File: src/rtl/isp8_idec_pipe_if.sv
// Handshake bundle between fetch, the isp8 decode stage and execute.
// master = fetch/execute side, slave = the decode stage itself.
interface isp8_idec_pipe_if #(
   parameter int PROM_AW = 10
);
   logic               in_valid;
   logic               in_ready;
   logic [17:0]        in_instr;
   logic [PROM_AW-1:0] in_pc;

   logic               out_valid;
   logic               out_ready;
   logic [3:0]         out_class;
   logic [2:0]         out_sub;
   logic               out_imm;
   logic [4:0]         addr_rd;
   logic [4:0]         addr_rb;
   logic [7:0]         imi_data;
   logic [PROM_AW-1:0] addr_jmp;
   logic               update_c;
   logic               update_z;
   logic               undef_op;
   logic [PROM_AW-1:0] out_pc;

   modport master (
      output in_valid, in_instr, in_pc, out_ready,
      input  in_ready, out_valid, out_class, out_sub, out_imm, addr_rd, addr_rb,
             imi_data, addr_jmp, update_c, update_z, undef_op, out_pc
   );

   modport slave (
      input  in_valid, in_instr, in_pc, out_ready,
      output in_ready, out_valid, out_class, out_sub, out_imm, addr_rd, addr_rb,
             imi_data, addr_jmp, update_c, update_z, undef_op, out_pc
   );
endinterface

File: src/rtl/isp8_idec_pipe.sv
// isp8 instruction-decode stage: small instruction FIFO followed by a
// registered decode output with valid/ready on both sides.
module isp8_idec_pipe #(
   parameter int PROM_AW    = 10,
   parameter int FIFO_DEPTH = 2,
   parameter int REL_BRANCH = 0
) (
   input logic              clk,
   input logic              rst,
   input logic              flush,
   isp8_idec_pipe_if.slave  bus
);
   localparam int PW = (FIFO_DEPTH > 1) ? $clog2(FIFO_DEPTH) : 1;
   localparam int CW = $clog2(FIFO_DEPTH + 1);
   localparam logic [CW-1:0] DEPTH_C = CW'(FIFO_DEPTH);

   localparam logic [3:0] CL_ARITH   = 4'd0;
   localparam logic [3:0] CL_LOGIC   = 4'd1;
   localparam logic [3:0] CL_CMPTEST = 4'd2;
   localparam logic [3:0] CL_ROT     = 4'd3;
   localparam logic [3:0] CL_FLAG    = 4'd4;
   localparam logic [3:0] CL_IOLS    = 4'd5;
   localparam logic [3:0] CL_BRC     = 4'd6;
   localparam logic [3:0] CL_CALLC   = 4'd7;
   localparam logic [3:0] CL_UNCOND  = 4'd8;
   localparam logic [3:0] CL_UNDEF   = 4'd15;

   logic [17:0]        instr_q [FIFO_DEPTH];
   logic [PROM_AW-1:0] pc_q    [FIFO_DEPTH];
   logic [PW-1:0]      wr_ptr;
   logic [PW-1:0]      rd_ptr;
   logic [CW-1:0]      count;
   logic               push;
   logic               pop;

   logic [17:0]        head;
   logic [PROM_AW-1:0] head_pc;
   logic [1:0]         op_p;
   logic [1:0]         op_q;
   logic [3:0]         d_class;
   logic [2:0]         d_sub;
   logic               d_imm;
   logic               d_uc;
   logic               d_uz;
   logic [PROM_AW-1:0] jmp_off;
   logic [PROM_AW-1:0] d_jmp;

   assign bus.in_ready = (count < DEPTH_C) & ~flush;
   assign push         = bus.in_valid & bus.in_ready;
   assign pop          = (count != '0) & (~bus.out_valid | bus.out_ready);

   assign head    = instr_q[rd_ptr];
   assign head_pc = pc_q[rd_ptr];
   assign op_p    = head[17:16];
   assign op_q    = head[15:14];

   always_comb begin
      d_class = CL_UNDEF;
      d_sub   = 3'd0;
      d_uc    = 1'b0;
      d_uz    = 1'b0;
      case (op_p)
         2'b00: begin
            d_class = CL_ARITH;
            d_sub   = {1'b0, op_q};
            d_uc    = 1'b1;
            d_uz    = 1'b1;
         end
         2'b01: begin
            d_class = CL_LOGIC;
            d_sub   = {1'b0, op_q};
            d_uz    = (op_q != 2'b00);
         end
         2'b10: begin
            case (op_q)
               2'b00, 2'b01: begin
                  d_class = CL_CMPTEST;
                  d_sub   = {2'b00, op_q[0]};
                  d_uc    = ~op_q[0];
                  d_uz    = 1'b1;
               end
               2'b10: begin
                  if (!head[13]) begin
                     d_class = CL_ROT;
                     d_sub   = {1'b0, head[1:0]};
                     d_uc    = head[1];
                     d_uz    = 1'b1;
                  end
               end
               default: begin
                  if (head[13]) begin
                     d_class = CL_IOLS;
                     d_sub   = head[2:0];
                  end else if (head[2:1] != 2'b11) begin
                     d_class = CL_FLAG;
                     d_sub   = head[2:0];
                  end
               end
            endcase
         end
         default: begin
            case (op_q)
               2'b00:   d_class = CL_BRC;
               2'b01:   d_class = CL_CALLC;
               2'b10:   d_class = CL_UNCOND;
               default: d_class = CL_UNDEF;
            endcase
            if (op_q != 2'b11) d_sub = {1'b0, head[13:12]};
         end
      endcase
   end

   assign d_imm = head[13] & (d_class != CL_UNDEF);

   // Narrow program spaces take the low target bits directly; wider ones
   // sign-extend the 12-bit field, which is what the low bits already are.
   generate
      if (PROM_AW > 12) begin : g_wide
         assign jmp_off = {{(PROM_AW-12){head[11]}}, head[11:0]};
      end else begin : g_narrow
         assign jmp_off = head[PROM_AW-1:0];
      end
   endgenerate

   assign d_jmp = (REL_BRANCH != 0) ? head_pc + jmp_off : jmp_off;

   always_ff @(posedge clk) begin
      if (push) begin
         instr_q[wr_ptr] <= bus.in_instr;
         pc_q[wr_ptr]    <= bus.in_pc;
      end
   end

   always_ff @(posedge clk) begin
      if (rst) begin
         wr_ptr        <= '0;
         rd_ptr        <= '0;
         count         <= '0;
         bus.out_valid <= 1'b0;
         bus.out_class <= '0;
         bus.out_sub   <= '0;
         bus.out_imm   <= 1'b0;
         bus.addr_rd   <= '0;
         bus.addr_rb   <= '0;
         bus.imi_data  <= '0;
         bus.addr_jmp  <= '0;
         bus.update_c  <= 1'b0;
         bus.update_z  <= 1'b0;
         bus.undef_op  <= 1'b0;
         bus.out_pc    <= '0;
      end else if (flush) begin
         wr_ptr        <= '0;
         rd_ptr        <= '0;
         count         <= '0;
         bus.out_valid <= 1'b0;
      end else begin
         if (push) wr_ptr <= wr_ptr + 1'b1;
         if (pop) begin
            rd_ptr        <= rd_ptr + 1'b1;
            bus.out_valid <= 1'b1;
            bus.out_class <= d_class;
            bus.out_sub   <= d_sub;
            bus.out_imm   <= d_imm;
            bus.addr_rd   <= head[12:8];
            bus.addr_rb   <= head[7:3];
            bus.imi_data  <= head[7:0];
            bus.addr_jmp  <= d_jmp;
            bus.update_c  <= d_uc;
            bus.update_z  <= d_uz;
            bus.undef_op  <= (d_class == CL_UNDEF);
            bus.out_pc    <= head_pc;
         end else begin
            bus.out_valid <= bus.out_valid & ~bus.out_ready;
         end
         case ({push, pop})
            2'b10:   count <= count + 1'b1;
            2'b01:   count <= count - 1'b1;
            default: count <= count;
         endcase
      end
   end
endmodule

File: src/flat_wrapper.sv
// flat-port wrapper written by rule: the top's interface ports become plain ports
module isp8_idec_pipe_flat 
#(
   parameter int PROM_AW    = 10,
   parameter int FIFO_DEPTH = 2,
   parameter int REL_BRANCH = 0
)
  (clk, rst, flush, bus_in_valid, bus_in_instr, bus_in_pc, bus_out_ready, bus_in_ready, bus_out_valid, bus_out_class, bus_out_sub, bus_out_imm, bus_addr_rd, bus_addr_rb, bus_imi_data, bus_addr_jmp, bus_update_c, bus_update_z, bus_undef_op, bus_out_pc);
  isp8_idec_pipe_if #(.PROM_AW(PROM_AW)) bus_i ();
  input logic clk;
  input logic rst;
  input logic flush;
  input wire logic [$bits(bus_i.in_valid)-1:0] bus_in_valid;
  input wire logic [$bits(bus_i.in_instr)-1:0] bus_in_instr;
  input wire logic [$bits(bus_i.in_pc)-1:0] bus_in_pc;
  input wire logic [$bits(bus_i.out_ready)-1:0] bus_out_ready;
  output wire logic [$bits(bus_i.in_ready)-1:0] bus_in_ready;
  output wire logic [$bits(bus_i.out_valid)-1:0] bus_out_valid;
  output wire logic [$bits(bus_i.out_class)-1:0] bus_out_class;
  output wire logic [$bits(bus_i.out_sub)-1:0] bus_out_sub;
  output wire logic [$bits(bus_i.out_imm)-1:0] bus_out_imm;
  output wire logic [$bits(bus_i.addr_rd)-1:0] bus_addr_rd;
  output wire logic [$bits(bus_i.addr_rb)-1:0] bus_addr_rb;
  output wire logic [$bits(bus_i.imi_data)-1:0] bus_imi_data;
  output wire logic [$bits(bus_i.addr_jmp)-1:0] bus_addr_jmp;
  output wire logic [$bits(bus_i.update_c)-1:0] bus_update_c;
  output wire logic [$bits(bus_i.update_z)-1:0] bus_update_z;
  output wire logic [$bits(bus_i.undef_op)-1:0] bus_undef_op;
  output wire logic [$bits(bus_i.out_pc)-1:0] bus_out_pc;
  assign bus_i.in_valid = bus_in_valid;
  assign bus_i.in_instr = bus_in_instr;
  assign bus_i.in_pc = bus_in_pc;
  assign bus_i.out_ready = bus_out_ready;
  assign bus_in_ready = bus_i.in_ready;
  assign bus_out_valid = bus_i.out_valid;
  assign bus_out_class = bus_i.out_class;
  assign bus_out_sub = bus_i.out_sub;
  assign bus_out_imm = bus_i.out_imm;
  assign bus_addr_rd = bus_i.addr_rd;
  assign bus_addr_rb = bus_i.addr_rb;
  assign bus_imi_data = bus_i.imi_data;
  assign bus_addr_jmp = bus_i.addr_jmp;
  assign bus_update_c = bus_i.update_c;
  assign bus_update_z = bus_i.update_z;
  assign bus_undef_op = bus_i.undef_op;
  assign bus_out_pc = bus_i.out_pc;
  isp8_idec_pipe #(.PROM_AW(PROM_AW), .FIFO_DEPTH(FIFO_DEPTH), .REL_BRANCH(REL_BRANCH)) u_core (.clk(clk), .rst(rst), .flush(flush), .bus(bus_i));
endmodule
File: config.mk
export PLATFORM = sky130hd
export DESIGN_NAME = isp8_idec_pipe_flat
export DESIGN_NICKNAME = d
export VERILOG_FILES = /design/src/rtl/isp8_idec_pipe_if.sv /design/src/rtl/isp8_idec_pipe.sv /design/src/flat_wrapper.sv
export SDC_FILE = /design/constraint.sdc
export NUM_CORES = 1
export LEC_CHECK = 0
export CAP_MARGIN = 20
export CORE_MARGIN = 10
export CORE_UTILIZATION = 54
export DETAILED_ROUTE_END_ITERATION = 10
export GPL_TIMING_DRIVEN = 0
export PLACE_DENSITY = 0.84
export SYNTH_ARGS = -nofsm -noshare
export SYNTH_HDL_FRONTEND = slang
export SYNTH_SLANG_ARGS = --single-unit
File: constraint.sdc
create_clock -name clk -period 4.3 [get_ports clk]
set_clock_uncertainty 0.1 [all_clocks]
set_input_delay 0.645 -clock clk [delete_from_list [all_inputs] [get_ports clk]]
set_output_delay 0.645 -clock clk [all_outputs]
set_load 0.02 [all_outputs]
==> impl_metrics.py <==
metrics = {
    "status": {
        "status": "finished clean",
    },
    "clocking": {
        "clock_latency_ns": 0.36,
        "clk_pin_slew_ns": 0.09,
        "cts.sinks": 96,
        "tritoncts": "done",
        "h-tree-depth": 3,
        "cts_hold_repair.buffers": 0,
        "cts_setup_buffers": 0,
        "cts_resized": 0,
        "clk_root_buffer_cell": "clkbuf_8",
        "numCtsBuffers": 9,
        "clk_path_buf_depth": 2,
    },
    "finish": {
        "post-route-cell-area_um2": 5120,
        "final_layout_size_suffix_gt1_share_pct": 14.7,
        "diodes": 0,
        "final_util_pct": 71.0,
        "area_growth_pct": 29.2,
        "nNetsFinal": 431,
    },
    "place": {
        "placement.setup.worst_slack_ns": 1.81,
        "dp_hpwl_mm": 6.79,
        "place_area_um2": 4950,
        "gp_congestion": 0.842,
        "port_buffers": 82,
    },
    "route": {
        "drt_wl_total_mm": 9.11,
        "drc": 0,
        "via_per_inst": 5.42,
        "drt_iter0_drc": 172,
        "avgRoutedWirePerCell_um": 18.2,
        "final_antenna_net_count": 0,
        "vias": 2716,
        "dr.pass1.iters": 5,
    },
    "floorplanning": {
        "row_count": 31,
        "io_pins": 84,
        "core_area_um2": 7210,
        "die_x_um": 106,
        "die-area_um2": 11200,
        "floorplan.die.height_um": 106,
        "floorplan.initialDensity_pct": 55.0,
    },
    "hold_path": {
        "worstHoldStart": "u_core.bus.out_sub[2]$_SDFFE_PP0P_",
        "holdPathStages": 2,
        "hold_class": "register to register",
        "holdPathEnd": "u_core.bus.out_sub[2]$_SDFFE_PP0P_",
    },
    "yosys": {
        "ys_warn_count": 0,
        "async_flop_share_pct": 0,
        "seq_area_frac_synth_pct": 62.6,
        "yosys_most_used_dff": "edfxtp_1",
        "synth-seq-cells": 96,
        "postSynthCellCount": 303,
        "synth_edf_count": 56,
        "yosys.cell_types.count": 46,
        "synthesis.nets": 337,
        "syn_area_um2": 3970,
        "avgSynthCellArea_um2": 13.1,
    },
    "critical_path": {
        "startpoint": "flush",
        "critPathCaptureType": "primary output",
        "critical_path_arrival_ns": 1.68,
        "ff2ff_path_depth": 3,
        "required_ns": 3.56,
        "r2r-end": "u_core.instr_q[1][14]$_DFFE_PP_",
        "cp-start-kind": "primary input",
        "worstPathMaxFanout": 9,
        "crit_type": "primary input to primary output",
        "r2r_start": "u_core.count[1]$_SDFFE_PP0P_",
        "reg2reg_slack_ns": 2.38,
    },
    "sta": {
        "period_share_pct": 56.4,
        "setup-tns-final_ns": 0,
        "max_freq_mhz": 412,
        "fin_crit_ns": 2.42,
        "hold_viol": 0,
        "worstMarginPinSlew_ns": 0.835,
        "report.final.slew_viol_count": 0,
        "finalSetupViolations": 0,
        "slew_headroom_pct": 44.2,
        "rsz0062_at_grt": "false",
        "worst_slack_ns": 1.88,
        "hold_ws_ns": 0.356,
    },
    "power_and_ir_drop": {
        "ir_drop_mv": 0.317,
        "p_leak_uw": 0.00169,
        "powerDensity_nw_per_um2": 361,
    },
    "grt": {
        "grt_max_degree": 29,
        "antenna_found_initial": 0,
        "grt_usage_pct": 16.3,
        "grt-ovfl-total": 0,
        "grt_pass1_wl_mm": 14.5,
        "grt_pass1_vias": 2897,
    },
    "run": {
        "maxCapViolCount": 0,
    },
}
## layer usage
metal | part of all wire, % | routed length, µm | global-route usage, % | up-vias
li1 | - | - | - | 1313
met3 | 9.2 | 838 | 6.64 | 11
met1 | 38 | 3450 | 18.0 | 1294
met2 | 52 | 4750 | 28.5 | 98
met4 | 0.81 | 74 | 4.35 | 0
met5 | 0 | 0 | 0 | -
## state kept, by name (all words and copies together), names as in the netlist, 2 cells and up, named ones only
register and cells:
u_core.bus.addr_jmp 9, u_core.bus.addr_rd 4, u_core.bus.out_class 4, u_core.bus.out_pc 10
u_core.bus.out_sub 3, u_core.count 2, u_core.instr_q 36, u_core.pc_q 20
## synthesized netlist by cell type (2+ instances only)
cell | n | area share (%)
edfxtp_1 | 56 | 42
dfxtp_1 | 40 | 20
nor2_1 | 37 | 3.5
a211oi_1 | 27 | 5.1
mux2i_1 | 27 | 6.8
buf_4 | 16 | 3.0
nand2_1 | 14 | 1.3
nor3_1 | 9 | 1.1
buf_2 | 7 | 0.88
a21oi_1 | 6 | 0.76
nand3_1 | 6 | 0.76
mux2_4 | 4 | 1.5
a31oi_1 | 3 | 0.47
buf_6 | 3 | 0.85
clkbuf_1 | 3 | 0.28
clkbuf_8 | 3 | 1.0
xnor2_1 | 3 | 0.66
a311oi_1 | 2 | 0.44
a32o_1 | 2 | 0.50
inv_1 | 2 | 0.19
mux2_2 | 2 | 0.57
nand2b_1 | 2 | 0.32
nand4_1 | 2 | 0.32
nand4b_1 | 2 | 0.44
o221ai_1 | 2 | 0.44
o31ai_1 | 2 | 0.38
xor2_1 | 2 | 0.44
## cells in the final DEF (no fill, tap or decap), types with 2 or more instances in the layout
cell             Yosys  final
mux2i_1             27     27
a21oi_1              6      6
mux2_4               4      4
buf_2                7      7
a211oi_1            27     27
clkdlybuf4s50_1      0     82
inv_6                0      2
clkbuf_8             3     12
clkbuf_1             3      3
nand2_1             14     14
edfxtp_1            56     56
buf_4               16     16
a32o_1               2      2
o31ai_1              2      2
mux2_2               2      2
nand4b_1             2      2
nor2_1              37     36
o221ai_1             2      2
a311oi_1             2      2
inv_1                2      2
nand4_1              2      2
nand3_1              6      6
nand2b_1             2      2
xnor2_1              3      3
a31oi_1              3      3
nor3_1               9      9
xor2_1               2      2
dfxtp_1             40     40
buf_6                3      3
## report_power, final
group | leakage [µW] | total [µW] | internal, µW | switching (µW)
registers | 0.000838 | 1030 | 1010 | 22.0
clock network | 0.0000896 | 542 | 216 | 326
logic | 0.000767 | 274 | 133 | 141
total | 0.00169 | 1850 | 1360 | 489
## worst max-delay path: stages
cell and delay [ns]:
buf_2 0.17, nor2_1 0.20, clkdlybuf4s50_1 0.66
## worst max path at each step
| stage | to | slack, ns | cells past startpoint |
|---|---|---|---|
| floorplan | u_core.instr_q[0][0]$_DFFE_PP_ | 1.24 | 4 |
| global placement | u_core.instr_q[0][7]$_DFFE_PP_ | 0.68 | 3 |
| CTS | bus_in_ready | 1.89 | 3 |
| global route | bus_in_ready | 1.85 | 3 |
| detailed placement | u_core.count[1]$_SDFFE_PP0P_ | 1.81 | 7 |
| finish | bus_in_ready | 1.88 | 3 |
## kinds of logic after synthesis
group | count (synthesis) | synth area share, %
multiplexers | 34 | 9.46
XOR/XNOR | 5 | 1.10
buffers and inverters | 34 | 6.28
AND/OR/NAND/NOR | 78 | 9.46
AO/OA/AOI/OAI | 55 | 10.8
adder cells (fa/ha/maj) | 1 | 0.315
flip-flops | 96 | 62.6
## area by class of cell
class	instances	area (µm²)
clock inverter	7	53.8
clock buffer	9	124
buffer	32	241
timing repair buffer	83	848
sequential	96	2480
tap	99	124
inverter	2	7.51
multi-input combinational	173	1240
fill	522	2090
## metrics by stage
step | cells | power [µW]
after global placement | 484 | 1320
after global routing | 501 | 1920
after CTS | 501 | 1850
after detailed placement | 485 | 1330
final | 501 | 1850
after floorplan | 303 | 1200
No activity file was read; power rests on OpenSTA's default activity.
